===== config.mk =====
export PLATFORM = sky130hd
export DESIGN_NAME = seq_serializer
export DESIGN_NICKNAME = d
export VERILOG_FILES = /design/src/rtl/seq_serializer.sv
export SDC_FILE = /design/constraint.sdc
export NUM_CORES = 1
export LEC_CHECK = 0
export ABC_AREA = 1
export BUFFER_PORTS_ARGS = -buffer_cell sky130_fd_sc_hd__clkbuf_2
export CORE_MARGIN = 2
export CORE_UTILIZATION = 40
export DETAILED_ROUTE_END_ITERATION = 10
export GPL_ROUTABILITY_DRIVEN = 0
export HOLD_SLACK_MARGIN = 0.1
export PLACE_DENSITY = 0.71
export SETUP_SLACK_MARGIN = 0.3
export SLEW_MARGIN = 20
export SYNTH_ARGS = -nofsm -noshare
export SYNTH_HDL_FRONTEND = slang
export SYNTH_SLANG_ARGS = --single-unit
export TNS_END_PERCENT = 5

===== constraint.sdc =====
create_clock -name clk -period 4.35 [get_ports clk]
set_input_delay 0.435 -clock clk [delete_from_list [all_inputs] [get_ports clk]]
set_output_delay 0.435 -clock clk [all_outputs]
set_load 0.05 [all_outputs]

===== src/rtl/seq_serializer.sv =====
// seq_serializer: parallel-to-serial front end for the 12-bit sequence detector.
// Takes one WIDTH-bit word per valid/ready handshake and emits it one bit per
// clock on x_o. Words stream back-to-back with no idle gap. The framing outputs
// bit_valid_o and last_o are registered alongside x_o.
module seq_serializer #(
   parameter int unsigned WIDTH     = 12,
   parameter bit          MSB_FIRST = 1'b0,
   parameter logic        IDLE_BIT  = 1'b1
) (
   input  logic             clk,
   input  logic             reset,
   input  logic [WIDTH-1:0] data_i,
   input  logic             valid_i,
   output logic             ready_o,
   output logic             x_o,
   output logic             bit_valid_o,
   output logic             last_o,
   output logic             busy_o
);

   localparam int unsigned   CW       = (WIDTH > 1) ? $clog2(WIDTH) : 1;
   localparam logic [CW-1:0] LAST_IDX = CW'(WIDTH - 1);

   typedef enum logic {
      IDLE,
      SHIFT
   } state_t;

   state_t           state;
   logic [WIDTH-1:0] sr;
   logic [CW-1:0]    cnt;
   logic [CW-1:0]    cnt_inc;
   logic             accept;
   logic             first_bit;
   logic             next_bit;

   // Ready depends only on registered state, so there is no path from valid to ready.
   assign ready_o = (state == IDLE) || ((state == SHIFT) && (cnt == LAST_IDX));
   assign accept  = valid_i && ready_o;
   assign busy_o  = (state == SHIFT);

   // Select the first bit of an incoming word and the next bit of the word in flight.
   always_comb begin
      cnt_inc   = cnt + 1'b1;
      first_bit = MSB_FIRST ? data_i[WIDTH-1] : data_i[0];
      next_bit  = MSB_FIRST ? sr[LAST_IDX - cnt_inc] : sr[cnt_inc];
   end

   // Control FSM, shift register and registered serial outputs.
   // An accept is handled identically whether it happens in IDLE or on the
   // last-bit cycle of SHIFT, so both share one branch.
   always_ff @(posedge clk or negedge reset) begin
      if (!reset) begin
         state       <= IDLE;
         sr          <= '0;
         cnt         <= '0;
         x_o         <= IDLE_BIT;
         bit_valid_o <= 1'b0;
         last_o      <= 1'b0;
      end else if (accept) begin
         state       <= SHIFT;
         sr          <= data_i;
         cnt         <= '0;
         x_o         <= first_bit;
         bit_valid_o <= 1'b1;
         last_o      <= 1'b0;
      end else if (state == SHIFT) begin
         if (cnt != LAST_IDX) begin
            cnt         <= cnt_inc;
            x_o         <= next_bit;
            bit_valid_o <= 1'b1;
            last_o      <= (cnt_inc == LAST_IDX);
         end else begin
            state       <= IDLE;
            cnt         <= '0;
            x_o         <= IDLE_BIT;
            bit_valid_o <= 1'b0;
            last_o      <= 1'b0;
         end
      end
   end

endmodule


==> run summary, run 1 <==
Final HPWL DP -> 1.37 mm
core area -> 2410 um^2
worst hold path depth -> 3
Layout Nets -> 158
Final ANT Viol Nets -> 0
syn avg cell area -> 8.34 um^2
largest cells by area after synthesis -> dfrtp_1, nand2_1, inv_1
1st-iter DRT viols -> 20
depth of the CTS H-tree -> 1
largest stage delay on the critical path -> 0.60 ns
EDFF count, synth -> 0
Crit Path Class -> flip-flop to primary output
multiplexer share of the synthesized area -> 0%
Adder-Cell Fraction of Synth Area -> 2.52%
clock latency on the worst-skew pair -> 0.30 ns
Antenna Cells -> 0
critical path's slowest cell -> dfrtp_1
CTS sink cnt -> 20
post-synthesis sequential area ratio -> 50.6%
first-pass GRT wire length -> 3.11 mm
nature of the critical path endpoint -> primary output
DRC -> 0
Vias -> 822
DIE WIDTH -> 53.8 um
cts repair resizes -> 0
pre-CTS WS -> 2.57 ns
Avg WL per Cell -> 10.8 um
CP arrival -> 1.70 ns
most numerous cell in the Yosys netlist -> nand2_1
critical path buffer and inverter count -> 1
complex-gate fraction of the synthesized area -> 12.4%
r2r worst-path depth -> 9
final wirelength -> 1.84 mm
routed vias/inst -> 4.84
max cap viols -> 0
dominant cell type by area after synthesis -> dfrtp_1
net count after synthesis -> 136
final global-route overflow total -> 0
CTS tree -> yes
CP Depth -> 4
vias in the first global route -> 780
Initial Utilization -> 41.2%
global-route usage over all layers -> 14.8%
post-layout util -> 46.9%
largest buffer count on any clock path -> 2
DP Cell Count -> 165
ys flop type -> dfrtp_1
final setup vio count -> 0
DIE AREA -> 2890 um^2
Area Growth Syn to Fin -> 14.0%
simple-gate portion of the synthesized area -> 22.3%
Final Max Tran Viols -> 0
Finished Cell Area -> 1130 um^2
critical path required time -> 3.91 ns
max_slew headroom -> 68.2%
Filler cells -> 241
Hold Crit Class -> input port to flip-flop
Final min period -> 2.14 ns
Yosys cell types -> 22
critical path launch point type -> flip-flop
Final period util -> 49.2%
clk slew on worst S/H paths -> 0.10 ns
CTS Buf Count -> 3
Root Buffer Master -> clkbuf_4
Worst R2R Setup Slack -> 2.53 ns
synthesized area -> 992 um^2
clk_skew -> 0.00223 ns
crit-path max FO -> 14
Leak -> 0.589 nW
worst path cell trace -> ha_1 > nand3_2 > nand2_4 > clkbuf_2
Post-synth ARST share -> 100%
Post-Synthesis Cells -> 119
Synth Register Bits -> 20
delay-heaviest family, CP -> flip-flops
setup TNS -> 0 ns
synth warn -> 0
main combinational cell family by area after synthesis -> simple AND/OR/NAND/NOR gates
share of cells above drive strength 1 -> 20.7%
Die H -> 53.8 um
share of the synthesized area in the top cell type -> 47.9%
status -> finished, final reports clean
largest net degree at the start of global routing -> 22
Hold Vio Cnt, Final -> 0
count of port buffers added during placement -> 19
Post-Synth XOR/XNOR Area -> 0.883%
max frequency -> 468 MHz
detailed-router iteration count before antenna repair -> 4
Peak VDD IR -> 0.421 mV
non-filler instance count after layout -> 170
P per Cell Area -> 744 nW/um^2
initial antenna violation count -> 0
Least-Margin Pin Slew -> 0.477 ns
RSZ-0062 raised after global routing -> false
Placed Area -> 1090 um^2
Commonest cells post-synth -> nand2_1, inv_1, dfrtp_1, o21ai_0, nand3_1
IO Pins -> 20
Core Rows -> 18
Worst Slack Setup Final -> 2.21 ns
cell type report:
cell class / count / area (um^2) / share of cell area (%)
tap: 30 / 37.5 / 3.32
inverter: 22 / 82.6 / 7.30
multi-input combinational: 74 / 378 / 33.4
timing repair buffer: 20 / 105 / 9.29
clock buffer: 4 / 26.3 / 2.32
sequential: 20 / 502 / 44.4
flip-flops by register name (all words and copies together) (netlist names):
| register | count |
|---|---|
| bit_valid_o | 1 |
| busy_o | 1 |
| cnt | 4 |
| last_o | 1 |
| sr | 12 |
| x_o | 1 |
tightest hold or removal path, stage by stage:
cell and delay [ns]:
clkbuf_2 0.07, nand2_1 0.05, nand2_1 0.05
timing repair:
item / 4_1_cts / 5_1_grt
hold buffers: 1 / 0
endpoints found under the hold margin: 19 / 0
buffers inserted: 0 / 0
logic make-up after synthesis:
group | count (synthesis)
adders and majority gates | 2
buffers and inverters | 25
and+or+nand+nor | 50
DFF | 20
xor gates and xnor gates | 1
AOI/OAI and AO/OA | 21
placed cells by master, fill, tap and decap left out:
cell and count:
a21oi_1 1, a21oi_2 1, a32o_1 1, clkbuf_1 1, clkbuf_2 19, clkbuf_4 3
dfrtp_1 19, dfstp_2 1, dlygate4sd3_1 1, ha_1 2, inv_1 21, inv_2 1
nand2_1 34, nand2_4 2, nand3_1 8, nand3_2 1, nand4_1 1, nor2_1 4
o211ai_1 1, o21ai_0 10, o21ai_1 4, o21ai_2 1, o22ai_1 2, xor2_1 1
metrics by stage:
| step | hold WS [ns] | power [W] |
|---|---|---|
| after detailed placement | 0.422 | 0.000749 |
| after CTS | 0.324 | 0.000848 |
| after global routing | 0.325 | 0.000924 |
| after global placement | 0.412 | 0.000737 |
| final | 0.332 | 0.000842 |
| after floorplan | 0.139 | 0.000672 |
where the power goes:
group / internal (W) / switching [W]
Sequential: 0.000276 / 0.0000591
Clock: 0.0000358 / 0.0000549
Combinational: 0.000145 / 0.000271
routing by layer:
layer | part of all wire [%] | GRT usage, % | vias to the layer above
li1 | - | - | 415
met1 | 46 | 19.3 | 385
met2 | 48 | 24.2 | 18
met3 | 3.8 | 1.67 | 4
met4 | 2.1 | 7.69 | 0
met5 | 0 | 0 | -
worst paths after layout:
check / start / end
max in group asynchronous: reset / x_o$_DFFE_PN1P_
min in group asynchronous: reset / last_o$_DFFE_PN0P_
max: cnt[0]$_DFFE_PN0P_ / ready_o
min: data_i[3] / sr[3]$_DFFE_PN0P_
max reg2reg: cnt[0]$_DFFE_PN0P_ / x_o$_DFFE_PN1P_
min reg2reg: bit_valid_o$_DFFE_PN0P_ / bit_valid_o$_DFFE_PN0P_
Power figures use the tool's default switching activity.
==> inputs of run 2 (changes only) <==
PLACE_DENSITY = 0.74   (was 0.71)
clock period = 1.9 ns   (was 4.35 ns; I/O delays follow)
==> run summary, run 2 (synthesis gave the netlist of run 1 again) <==
status -> finished, final reports clean
Least-Margin Pin Slew -> 0.495 ns
clock latency on the worst-skew pair -> 0.30 ns
CP arrival -> 1.37 ns
r2r worst-path depth -> 9
setup TNS -> 0 ns
global-route usage over all layers -> 15.5%
core area -> 2410 um^2
max frequency -> 643 MHz
Final min period -> 1.56 ns
clk slew on worst S/H paths -> 0.11 ns
max cap viols -> 0
Root Buffer Master -> clkbuf_4
final wirelength -> 1.87 mm
Min-Delay Endpoint -> sr[2]$_DFFE_PN0P_
nature of the critical path endpoint -> primary output
Final ANT Viol Nets -> 0
final setup vio count -> 0
Filler cells -> 220
WHS -> 0.0987 ns
crit-path max FO -> 7
depth of the CTS H-tree -> 1
critical path required time -> 1.71 ns
total chip power -> 0.00205 W
non-filler instance count after layout -> 181
hold_sp -> data_i[2]
Peak VDD IR -> 0.825 mV
count of port buffers added during placement -> 19
Final Max Tran Viols -> 0
P per Cell Area -> 1630 nW/um^2
share of cells above drive strength 1 -> 23.2%
vias in the first global route -> 809
Antenna Cells -> 0
Hold Crit Class -> input port to flip-flop
CTS tree -> yes
initial antenna violation count -> 0
DIE AREA -> 2890 um^2
first-pass GRT wire length -> 3.24 mm
max FFs per register -> 12
DRC -> 0
largest stage delay on the critical path -> 0.41 ns
Initial Utilization -> 41.2%
DIE WIDTH -> 53.8 um
Worst R2R Setup Slack -> 0.43 ns
Largest Register -> sr
Die H -> 53.8 um
DP Cell Count -> 166
commonest non-fill, non-tap cell in the layout -> nand2_1
IO Pins -> 20
clk_skew -> 0.00114 ns
Leak -> 0.638 nW
Hold Vio Cnt, Final -> 0
most frequent cells in the layout -> nand2_1, inv_1, dfrtp_1
largest buffer count on any clock path -> 2
Vias -> 860
RSZ-0062 raised after global routing -> true
1st-iter DRT viols -> 20
Avg WL per Cell -> 10.3 um
final global-route overflow total -> 0
Layout Nets -> 169
largest net degree at the start of global routing -> 22
critical path launch point type -> flip-flop
CTS Buf Count -> 3
pre-CTS WS -> 0.376 ns
worst hold path depth -> 3
Final HPWL DP -> 1.39 mm
RR Startpoint -> cnt[0]$_DFFE_PN0P_
CTS sink cnt -> 20
Largest regs -> sr x12, cnt x4
detailed-router iteration count before antenna repair -> 4
Core Rows -> 18
Worst Slack Setup Final -> 0.345 ns
critical path's slowest cell -> dfrtp_1
r2r endpoint -> x_o$_DFFE_PN1P_
Final period util -> 81.8%
worst path cell trace -> ha_2 > nand3_2 > nand2_4 > clkbuf_8
max_slew headroom -> 67.0%
Crit Path Class -> flip-flop to primary output
routed vias/inst -> 4.75
Area Growth Syn to Fin -> 26.5%
## run 2: cell types whose count changed in the layout (fill, tap and decap cells not counted)
cell	delta
buf_4	+4
clkbuf_2	-1
clkbuf_8	+1
dlygate4sd3_1	+7
ha_1	-2
ha_2	+1
ha_4	+1
## run 2: power by group
part / leakage (nW) / total, W / internal [W] / switching [W]
Sequential: 0.237 / 0.000727 / 0.000633 / 0.0000938
Combinational: 0.387 / 0.00111 / 0.000436 / 0.000679
Clock: 0.0150 / 0.000207 / 0.0000819 / 0.000126
Total: 0.638 / 0.00205 / 0.00115 / 0.000898
## run 2: metrics by stage
stage / utilization (%) / cell area (um^2)
5_1_grt: 52.1 / 1250
4_1_cts: 51.5 / 1240
2_1_floorplan: - / 992
3_3_place_gp: 45.7 / 1100
3_5_place_dp: 45.7 / 1100
6_report: 52.1 / 1250
## run 2: worst max-delay path by stage
stage / startpoint / to / slack [ns] / depth (start not counted)
2_1_floorplan: busy_o$_DFF_PN0_ / sr[2]$_DFFE_PN0P_ / 0.43 / 6
3_3_place_gp: cnt[0]$_DFFE_PN0P_ / x_o$_DFFE_PN1P_ / 0.42 / 8
3_5_place_dp: cnt[0]$_DFFE_PN0P_ / x_o$_DFFE_PN1P_ / 0.38 / 9
4_1_cts: cnt[0]$_DFFE_PN0P_ / ready_o / 0.34 / 4
5_1_grt: cnt[0]$_DFFE_PN0P_ / ready_o / 0.28 / 4
6_report: cnt[0]$_DFFE_PN0P_ / ready_o / 0.34 / 4
## run 2: timing repair
| item | in CTS | in global routing |
|---|---|---|
| resized for setup | 2 | 2 |
| hold endpoints to repair | 26 | 0 |
| endpoints found under the setup margin | 1 | 3 |
| hold buffers | 8 | 0 |
| setup buffers | 3 | 0 |
## run 2: layout make-up
cell class                      count  area [um^2]  area share, %
Sequential cell                    20          502           40.0
Multi-Input combinational cell     74          393           31.3
Timing Repair Buffer               31          214           17.0
Inverter                           22         82.6           6.58
Tap cell                           30         37.5           2.99
Clock buffer                        4         26.3           2.09
## run 2: per-layer routing
layer	global-route usage [%]	part of all wire, %
met1	19.2	47
met2	25.8	47
met3	2.78	3.7
met4	7.69	1.8
met5	0	0
## run 2: worst max-delay path, delay by kind of cell (launching register included)
family	cells	cell delay, ns
flops	1	0.41
simple gates	2	0.23
buf+inv	1	0.19
fa+ha+maj	1	0.22
